File: src/rtl/rsnn_serial_cfg_loader.sv
// Bit-serial configuration loader for the RSNN parameter/weight register file.
// Synchronises the pad pins, assembles LSB-first bytes and issues addressed byte writes.
module rsnn_serial_cfg_loader #(
    parameter int NUM_BYTES   = 39,
    parameter int ADDR_W      = 6,
    parameter int SYNC_STAGES = 2
) (
    input  logic              clk,
    input  logic              rst_n,
    input  logic              ena,
    input  logic              cfg_mode,
    input  logic              cfg_strobe,
    input  logic              cfg_din,
    output logic              wr_en,
    output logic [ADDR_W-1:0] wr_addr,
    output logic [7:0]        wr_data,
    output logic              cfg_done,
    output logic              cfg_overflow,
    output logic              run_en
);

    typedef enum logic [1:0] {
        ST_IDLE = 2'd0,
        ST_LOAD = 2'd1,
        ST_DONE = 2'd2
    } state_t;

    localparam logic [ADDR_W-1:0] LAST_ADDR = ADDR_W'(NUM_BYTES - 1);

    logic [SYNC_STAGES-1:0] r_mode_sync;
    logic [SYNC_STAGES-1:0] r_str_sync;
    logic [SYNC_STAGES-1:0] r_din_sync;
    logic                   r_mode_d;
    logic                   r_str_d;

    state_t                 r_state;
    logic [7:0]             r_sr;
    logic [2:0]             r_bit_cnt;
    logic [ADDR_W-1:0]      r_byte_ptr;
    logic                   r_byte_rdy;
    logic                   r_wr_en;
    logic [ADDR_W-1:0]      r_wr_addr;
    logic [7:0]             r_wr_data;
    logic                   r_cfg_done;
    logic                   r_cfg_overflow;
    logic                   r_run_en;

    logic                   w_mode_s;
    logic                   w_din_s;
    logic                   w_mode_rise;
    logic                   w_str_rise;

    state_t                 w_state_nxt;
    logic [7:0]             w_sr_nxt;
    logic [2:0]             w_bit_cnt_nxt;
    logic [ADDR_W-1:0]      w_byte_ptr_nxt;
    logic                   w_byte_rdy_nxt;
    logic                   w_wr_en_nxt;
    logic [ADDR_W-1:0]      w_wr_addr_nxt;
    logic [7:0]             w_wr_data_nxt;
    logic                   w_cfg_done_nxt;
    logic                   w_cfg_overflow_nxt;
    logic                   w_run_en_nxt;

    assign w_mode_s    = r_mode_sync[SYNC_STAGES-1];
    assign w_din_s     = r_din_sync[SYNC_STAGES-1];
    assign w_mode_rise = w_mode_s & ~r_mode_d;
    assign w_str_rise  = r_str_sync[SYNC_STAGES-1] & ~r_str_d;

    // Pad synchronisers plus the edge-detect delay flops; these run regardless of ena.
    always_ff @(posedge clk or negedge rst_n) begin
        if (!rst_n) begin
            r_mode_sync <= '0;
            r_str_sync  <= '0;
            r_din_sync  <= '0;
            r_mode_d    <= 1'b0;
            r_str_d     <= 1'b0;
        end else begin
            r_mode_sync <= {r_mode_sync[SYNC_STAGES-2:0], cfg_mode};
            r_str_sync  <= {r_str_sync[SYNC_STAGES-2:0], cfg_strobe};
            r_din_sync  <= {r_din_sync[SYNC_STAGES-2:0], cfg_din};
            r_mode_d    <= w_mode_s;
            r_str_d     <= r_str_sync[SYNC_STAGES-1];
        end
    end

    // Next-state and next-output logic for the load FSM.
    always_comb begin
        w_state_nxt        = r_state;
        w_sr_nxt           = r_sr;
        w_bit_cnt_nxt      = r_bit_cnt;
        w_byte_ptr_nxt     = r_byte_ptr;
        w_byte_rdy_nxt     = r_byte_rdy;
        w_wr_en_nxt        = 1'b0;
        w_wr_addr_nxt      = r_wr_addr;
        w_wr_data_nxt      = r_wr_data;
        w_cfg_done_nxt     = r_cfg_done;
        w_cfg_overflow_nxt = r_cfg_overflow;
        case (r_state)
            ST_IDLE: begin
                if (w_mode_rise) begin
                    w_state_nxt        = ST_LOAD;
                    w_byte_ptr_nxt     = '0;
                    w_bit_cnt_nxt      = 3'd0;
                    w_byte_rdy_nxt     = 1'b0;
                    w_cfg_done_nxt     = 1'b0;
                    w_cfg_overflow_nxt = 1'b0;
                end else begin
                    w_byte_rdy_nxt = 1'b0;
                end
            end
            ST_LOAD: begin
                if (!w_mode_s) begin
                    // Early exit: any partial byte (and an unissued write) is dropped.
                    w_state_nxt    = ST_IDLE;
                    w_bit_cnt_nxt  = 3'd0;
                    w_byte_rdy_nxt = 1'b0;
                end else begin
                    if (r_byte_rdy) begin
                        w_wr_en_nxt    = 1'b1;
                        w_wr_addr_nxt  = r_byte_ptr;
                        w_wr_data_nxt  = r_sr;
                        w_byte_ptr_nxt = r_byte_ptr + ADDR_W'(1);
                        w_byte_rdy_nxt = 1'b0;
                        if (r_byte_ptr == LAST_ADDR) begin
                            w_state_nxt    = ST_DONE;
                            w_cfg_done_nxt = 1'b1;
                        end else begin
                            w_cfg_done_nxt = r_cfg_done;
                        end
                    end else begin
                        w_byte_rdy_nxt = r_byte_rdy;
                    end
                    if (ena && w_str_rise) begin
                        w_sr_nxt      = {w_din_s, r_sr[7:1]};
                        w_bit_cnt_nxt = r_bit_cnt + 3'd1;
                        if (r_bit_cnt == 3'd7) begin
                            w_byte_rdy_nxt = 1'b1;
                        end else begin
                            w_byte_rdy_nxt = w_byte_rdy_nxt;
                        end
                    end else begin
                        w_bit_cnt_nxt = r_bit_cnt;
                    end
                end
            end
            ST_DONE: begin
                if (!w_mode_s) begin
                    w_state_nxt   = ST_IDLE;
                    w_bit_cnt_nxt = 3'd0;
                end else if (ena && w_str_rise) begin
                    w_cfg_overflow_nxt = 1'b1;
                end else begin
                    w_cfg_overflow_nxt = r_cfg_overflow;
                end
            end
            default: begin
                w_state_nxt    = ST_IDLE;
                w_bit_cnt_nxt  = 3'd0;
                w_byte_rdy_nxt = 1'b0;
            end
        endcase
        w_run_en_nxt = (w_state_nxt == ST_IDLE) & w_cfg_done_nxt;
    end

    // FSM, datapath and registered output state.
    always_ff @(posedge clk or negedge rst_n) begin
        if (!rst_n) begin
            r_state        <= ST_IDLE;
            r_sr           <= 8'd0;
            r_bit_cnt      <= 3'd0;
            r_byte_ptr     <= '0;
            r_byte_rdy     <= 1'b0;
            r_wr_en        <= 1'b0;
            r_wr_addr      <= '0;
            r_wr_data      <= 8'd0;
            r_cfg_done     <= 1'b0;
            r_cfg_overflow <= 1'b0;
            r_run_en       <= 1'b0;
        end else begin
            r_state        <= w_state_nxt;
            r_sr           <= w_sr_nxt;
            r_bit_cnt      <= w_bit_cnt_nxt;
            r_byte_ptr     <= w_byte_ptr_nxt;
            r_byte_rdy     <= w_byte_rdy_nxt;
            r_wr_en        <= w_wr_en_nxt;
            r_wr_addr      <= w_wr_addr_nxt;
            r_wr_data      <= w_wr_data_nxt;
            r_cfg_done     <= w_cfg_done_nxt;
            r_cfg_overflow <= w_cfg_overflow_nxt;
            r_run_en       <= w_run_en_nxt;
        end
    end

    assign wr_en        = r_wr_en;
    assign wr_addr      = r_wr_addr;
    assign wr_data      = r_wr_data;
    assign cfg_done     = r_cfg_done;
    assign cfg_overflow = r_cfg_overflow;
    assign run_en       = r_run_en;

endmodule

File: config.mk
export PLATFORM = sky130hd
export DESIGN_NAME = rsnn_serial_cfg_loader
export DESIGN_NICKNAME = d
export VERILOG_FILES = /design/src/rtl/rsnn_serial_cfg_loader.sv
export SDC_FILE = /design/constraint.sdc
export NUM_CORES = 1
export LEC_CHECK = 0
export BUFFER_PORTS_ARGS = -buffer_cell sky130_fd_sc_hd__buf_2
export CAP_MARGIN = 25
export CORE_ASPECT_RATIO = 1.2
export CORE_MARGIN = 2
export CORE_UTILIZATION = 26
export DETAILED_ROUTE_END_ITERATION = 6
export PLACE_DENSITY = 0.5
export SLEW_MARGIN = 20
export SYNTH_ARGS = -nofsm -noshare
export SYNTH_HDL_FRONTEND = slang
export SYNTH_SLANG_ARGS = --single-unit
File: constraint.sdc
create_clock -name clk -period 3.55 [get_ports clk]
set_input_delay 0.5325 -clock clk [delete_from_list [all_inputs] [get_ports clk]]
set_output_delay 0.5325 -clock clk [all_outputs]
set_load 0.01 [all_outputs]
# After elaboration in Yosys (flattened, before gate mapping)
# Index checks and enable logic that the tools add are counted.
# classes
n_shift	0
mul	0
eq_ne	11
n_reduce_logical	10
mux	31
magnitude_cmp	0
n_addsub	2
n_div	0
bitwise_logic	5
# op_table
cell	count
6-bit 2-to-1 mux	3
1-bit 2-to-1 mux	13
3-bit 2-to-1 mux	4
2-bit != test (second input constant)	6
6-bit case mux with 2 select lines	1
2-bit 2-to-1 mux	5
3-bit case mux with 3 select lines	1
3-bit AND reduction	3
4-bit AND reduction	2
6-bit by 1-bit adder with 6-bit output (second input constant)	1
6-bit equality test (second input constant)	1
1-bit case mux with 2 select lines	3
2-bit case mux with 3 select lines	1
2-bit logical NOT	2
2-bit nonzero test	2
3-bit by 1-bit adder with 3-bit output (second input constant)	1
1-bit AND	3
3-bit equality test (second input constant)	1
3-bit != test (second input constant)	1
2-bit by 1-bit equality test with 1-bit output (second input constant)	1
2-bit equality test (second input constant)	1
1-bit inverter	2
1-bit logical AND	1
# totals
ramBits	0
output_inout_bits	18
romBits	0
wordCells	75
mem_count	0
input_bits	6
ff_bits	46
latchBits	0

# Longest topological paths before layout
# depth
depth_word	7
mapped_depth	6
ltp_nobuf	5

# Worst setup path after synthesis
# No wires, ideal clock.
# synth_path
path_type	input port to flip-flop
start	input ena
end	register r_sr[1]
stages	4
setup_slack_ns	1.988
path_buffers	1
required_time_ns	3.425
arrival_ns	1.438
setup_ns	0.125
path_cell_list	and3b_1 nor2b_1 buf_4 mux2_2
# synth_between
elab_chain_len	2
# synth_lines
element	line_no	rtl
from (decl)	10	input logic ena,
1-bit logical AND	134	if (ena && w_str_rise) begin
3-bit AND reduction (no source line)	n/a	
to (signal assigned)	182	r_sr <= w_sr_nxt;
to (decl)	37	logic [7:0] r_sr;
# Every way passes these cells.
# A chain may end at the register's enable or synchronous reset.

# Worst setup path after layout
# layout_path
start	register r_state[1]
end	register r_sr[5]
# layout_between
elab_chain_len	2
# layout_lines
element	line_no	rtl
from (decl)	36	state_t r_state;
from (signal assigned)	181	r_state <= w_state_nxt;
2-bit by 1-bit equality test with 1-bit output	99	case (r_state)
3-bit AND reduction (no source line)	n/a	
# Every way passes these cells.

==> implementation parameters <==
Parameter                              Value

Clocking
  Register clock-pin slew on the reported worst setup and hold paths    80 ps
  Clock tree from TritonCTS    built
  Maximum buffer depth of the clock tree    2
  Total setup buffers inserted after CTS    0
  Hold buffer count at CTS    0
  H-tree depth    2
  CTS Buf Count    5
  Worst-Skew Late Latency    290 ps
  Root buffer cell    sky130_fd_sc_hd__clkbuf_8
  # resized after CTS    0
  Total number of clock tree sinks    46

Placement
  Post-detail-place hpwl    2290 µm
  Total of buffers placed on input and output ports    23
  Placed cells    259
  Final Wtd Congestion    0.676

Yosys
  Most numerous cell in the Yosys netlist    sky130_fd_sc_hd__dfrtp_1
  Yosys warning total    0
  Sequential fraction of the synthesis area    63.2%
  Post-synthesis instance area    1820 µm²
  Commonest cells in the netlist    46 x sky130_fd_sc_hd__dfrtp_1, 41 x sky130_fd_sc_hd__nand2_1, 9 x sky130_fd_sc_hd__mux2_2
  Number of flops mapped to enable cells by yosys    0
  Post-Syn Nets    165
  Area fraction of the dominant cell type after synthesis    63.2%
  Number of distinct library cells after synthesis    35
  Most area-consuming cells after synthesis    sky130_fd_sc_hd__dfrtp_1 63%, sky130_fd_sc_hd__nand2_1 8.4%, sky130_fd_sc_hd__mux2_2 5.6%, sky130_fd_sc_hd__ha_1 2.7%, sky130_fd_sc_hd__a22o_1 1.4%
  Fraction of registers with async set or reset after synthesis    100%
  Synthesized flop and latch total    46
  Avg Synthesized Cell Area    11.8 µm²
  Leading register cell type out of synthesis    sky130_fd_sc_hd__dfrtp_1
  Syn Inst Count    155
  Synth area leader    sky130_fd_sc_hd__dfrtp_1

Setup path
  Critical path startpoint category    register
  Peak per-stage delay on the critical path    750 ps
  Crit path buffers/inverters    0
  Startpoint of the worst setup timing path    r_state[1]
  Critical path class    register to register
  Critical path peak fanout    12
  WP depth    3
  Worst reg-to-reg path cell count    3
  Required time at the endpoint of the critical path    3730 ps
  Critical Path Sink Type    register
  Delay-heaviest family, CP    simple AND/OR/NAND/NOR gates
  Cell with the largest stage delay on the worst path    sky130_fd_sc_hd__nor2b_1
  Crit Reg-Reg Startpoint    r_state[1]
  CP Cell Sequence    nand3b_1 > nor2b_1 > mux2_2
  Critical path data arrival time    2220 ps

Power
  Net Sw Frac    22.1%
  Share of power burned in the clock network    36.0%
  Power Dens Cells    429 nW/µm²
  Static Leak    1.08 nW
  Internal power    0.708 mW
  Max rail drop VDD    0.201 mV
  Share of power burned in combinational logic    3.8%
  Power dissipated by switching net loads    0.201 mW
  Sequential fraction of design power    60.2%

Drt
  Total via count in the routed design    1,173
  Number of routed nets with antenna violations    0
  WL final    3410 µm
  Detailed Route Iter0 Violations    39
  Remaining routing DRC violations    0
  Number of detailed-routing iterations run before antenna repair    4
  Post-DR wirelength/cell    12.8 µm
  Detail-routed via count per cell    4.39

STA
  Final TNS setup    0 ps
  Worst-case headroom to the max-slew limit    39.0%
  Final max-slew violation count    0
  Time the final worst path needs with I/O delays and setup    2040 ps
  Peak clock frequency supported by timing    490 MHz
  Worst Skew    7.05 ps
  Final worst-path cycle share    57.5%
  Hold violation total from the final report    0
  Final setup vio count    0
  Transition time at the pin with the least slew margin    914 ps
  Unrepaired setup endpoints after global routing    no

Floorplanning
  Top-Level Pins    24
  Total Die Area    7690 µm²
  Placeable core region    6810 µm²
  Number of cell rows    33
  Die X    80.4 µm
  Vert. Die Dim    95.7 µm
  Initial standard-cell utilization of the core    26.7%

Cells and area
  Fraction of layout instances using a drive strength above 1    23.3%
  Antenna diode instance count    0
  Count of nets after finishing    189
  Final Instance Count excl. Fillers    267
  Count of filler cells inserted in the layout    702
  Area delta synth->final    16.3%

Flow run
  Number of maximum-capacitance violations    0

Global routing
  Global-route wire length before repair    5700 µm
  Total global routing track utilization    9.82%
  Pin count of the biggest net entering global routing    29
  Vias in the first global route    1,195
  Initial antenna violation count    0
  Gr ovfl total    0

Outcome
  Run status    completed

Worst hold path
  HP Class    primary input to asynchronous set/reset pin
-- sequential cells by signal, indices dropped and copies added (netlist names) --
name          count
r_state           2
r_str_d           1
r_din_sync        2
r_bit_cnt         3
run_en            1
r_mode_sync       2
r_byte_rdy        1
cfg_done          1
wr_data           8
wr_en             1
r_byte_ptr        6
wr_addr           6
r_sr              8
r_mode_d          1
r_str_sync        2
cfg_overflow      1
-- per-layer routing --
layer / global-route usage (%) / part of all wire [%]
met1: 12.0 / 45
met2: 16.1 / 50
met3: 2.63 / 2.8
met4: 4.66 / 1.9
met5: 0 / 0
-- metrics by stage --
stage	hold slack, ps	util, %	power, mW	area, µm²	setup slack (ps)
3_5_place_dp	337	29.7	0.594	2020	1430
3_3_place_gp	334	29.4	0.590	2000	1420
2_1_floorplan	237	-	0.574	1820	1990
5_1_grt	211	31.1	0.954	2120	1320
4_1_cts	198	31.0	0.930	2110	1500
6_report	189	31.1	0.909	2120	1510
-- power by group through the flow --
stage	sequential [mW]	combinational [mW]	clock (mW)
2_1_floorplan	0.552	0.0220	0
3_3_place_gp	0.558	0.0322	0
3_5_place_dp	0.558	0.0356	0
4_1_cts	0.548	0.0358	0.346
5_1_grt	0.550	0.0397	0.365
6_report	0.548	0.0344	0.327
-- path summary, 6_finish.rpt --
path / endpoint / slack, ps
setup / recovery: r_sr[5] / 1510
hold / removal: wr_addr[0] / 190
setup reg to reg: r_sr[5] / 1510
hold reg to reg: r_din_sync[1] / 350
max in group asynchronous: r_state[1] / 2850
min in group clk: r_mode_sync[0] / 340
-- logic make-up after synthesis --
group	after synthesis	share of synthesized area, %
mux	9	5.56
simple gates	63	17.4
fa+ha+maj	4	2.75
buf+inv	11	3.23
flops	46	63.2
compound gates	22	7.83
-- cells in the final DEF (no fill, tap or decap), types with 2 or more instances in the layout --
cell type                   n
sky130_fd_sc_hd__dfrtp_1   46
sky130_fd_sc_hd__nand2_1   41
sky130_fd_sc_hd__buf_2     23
sky130_fd_sc_hd__mux2_2     9
sky130_fd_sc_hd__clkbuf_8   6
sky130_fd_sc_hd__o21ai_0    5
sky130_fd_sc_hd__a21oi_1    5
sky130_fd_sc_hd__inv_1      4
sky130_fd_sc_hd__nand3_1    4
sky130_fd_sc_hd__ha_1       4
sky130_fd_sc_hd__nor2b_1    3
sky130_fd_sc_hd__o31ai_1    3
sky130_fd_sc_hd__a22o_1     3
sky130_fd_sc_hd__nor3b_1    2
sky130_fd_sc_hd__or4_1      2
-- final cells by class --
cell class              count  area, µm²  area share, %
clock buffers               7       86.3           4.07
multi-input cells          98        618           29.2
flip-flops and latches     46       1150           54.3
clock inverters             1       5.00          0.236
well taps                  87        109           5.14
inverters                   4       15.0          0.708
repair buffers             24        135           6.38
-- worst reg2reg max path: stages (launching register included) --
cell,delay (ps)
sky130_fd_sc_hd__dfrtp_1,480
sky130_fd_sc_hd__nand3b_1,280
sky130_fd_sc_hd__nor2b_1,750
sky130_fd_sc_hd__mux2_2,420
Power figures use the tool's default switching activity.
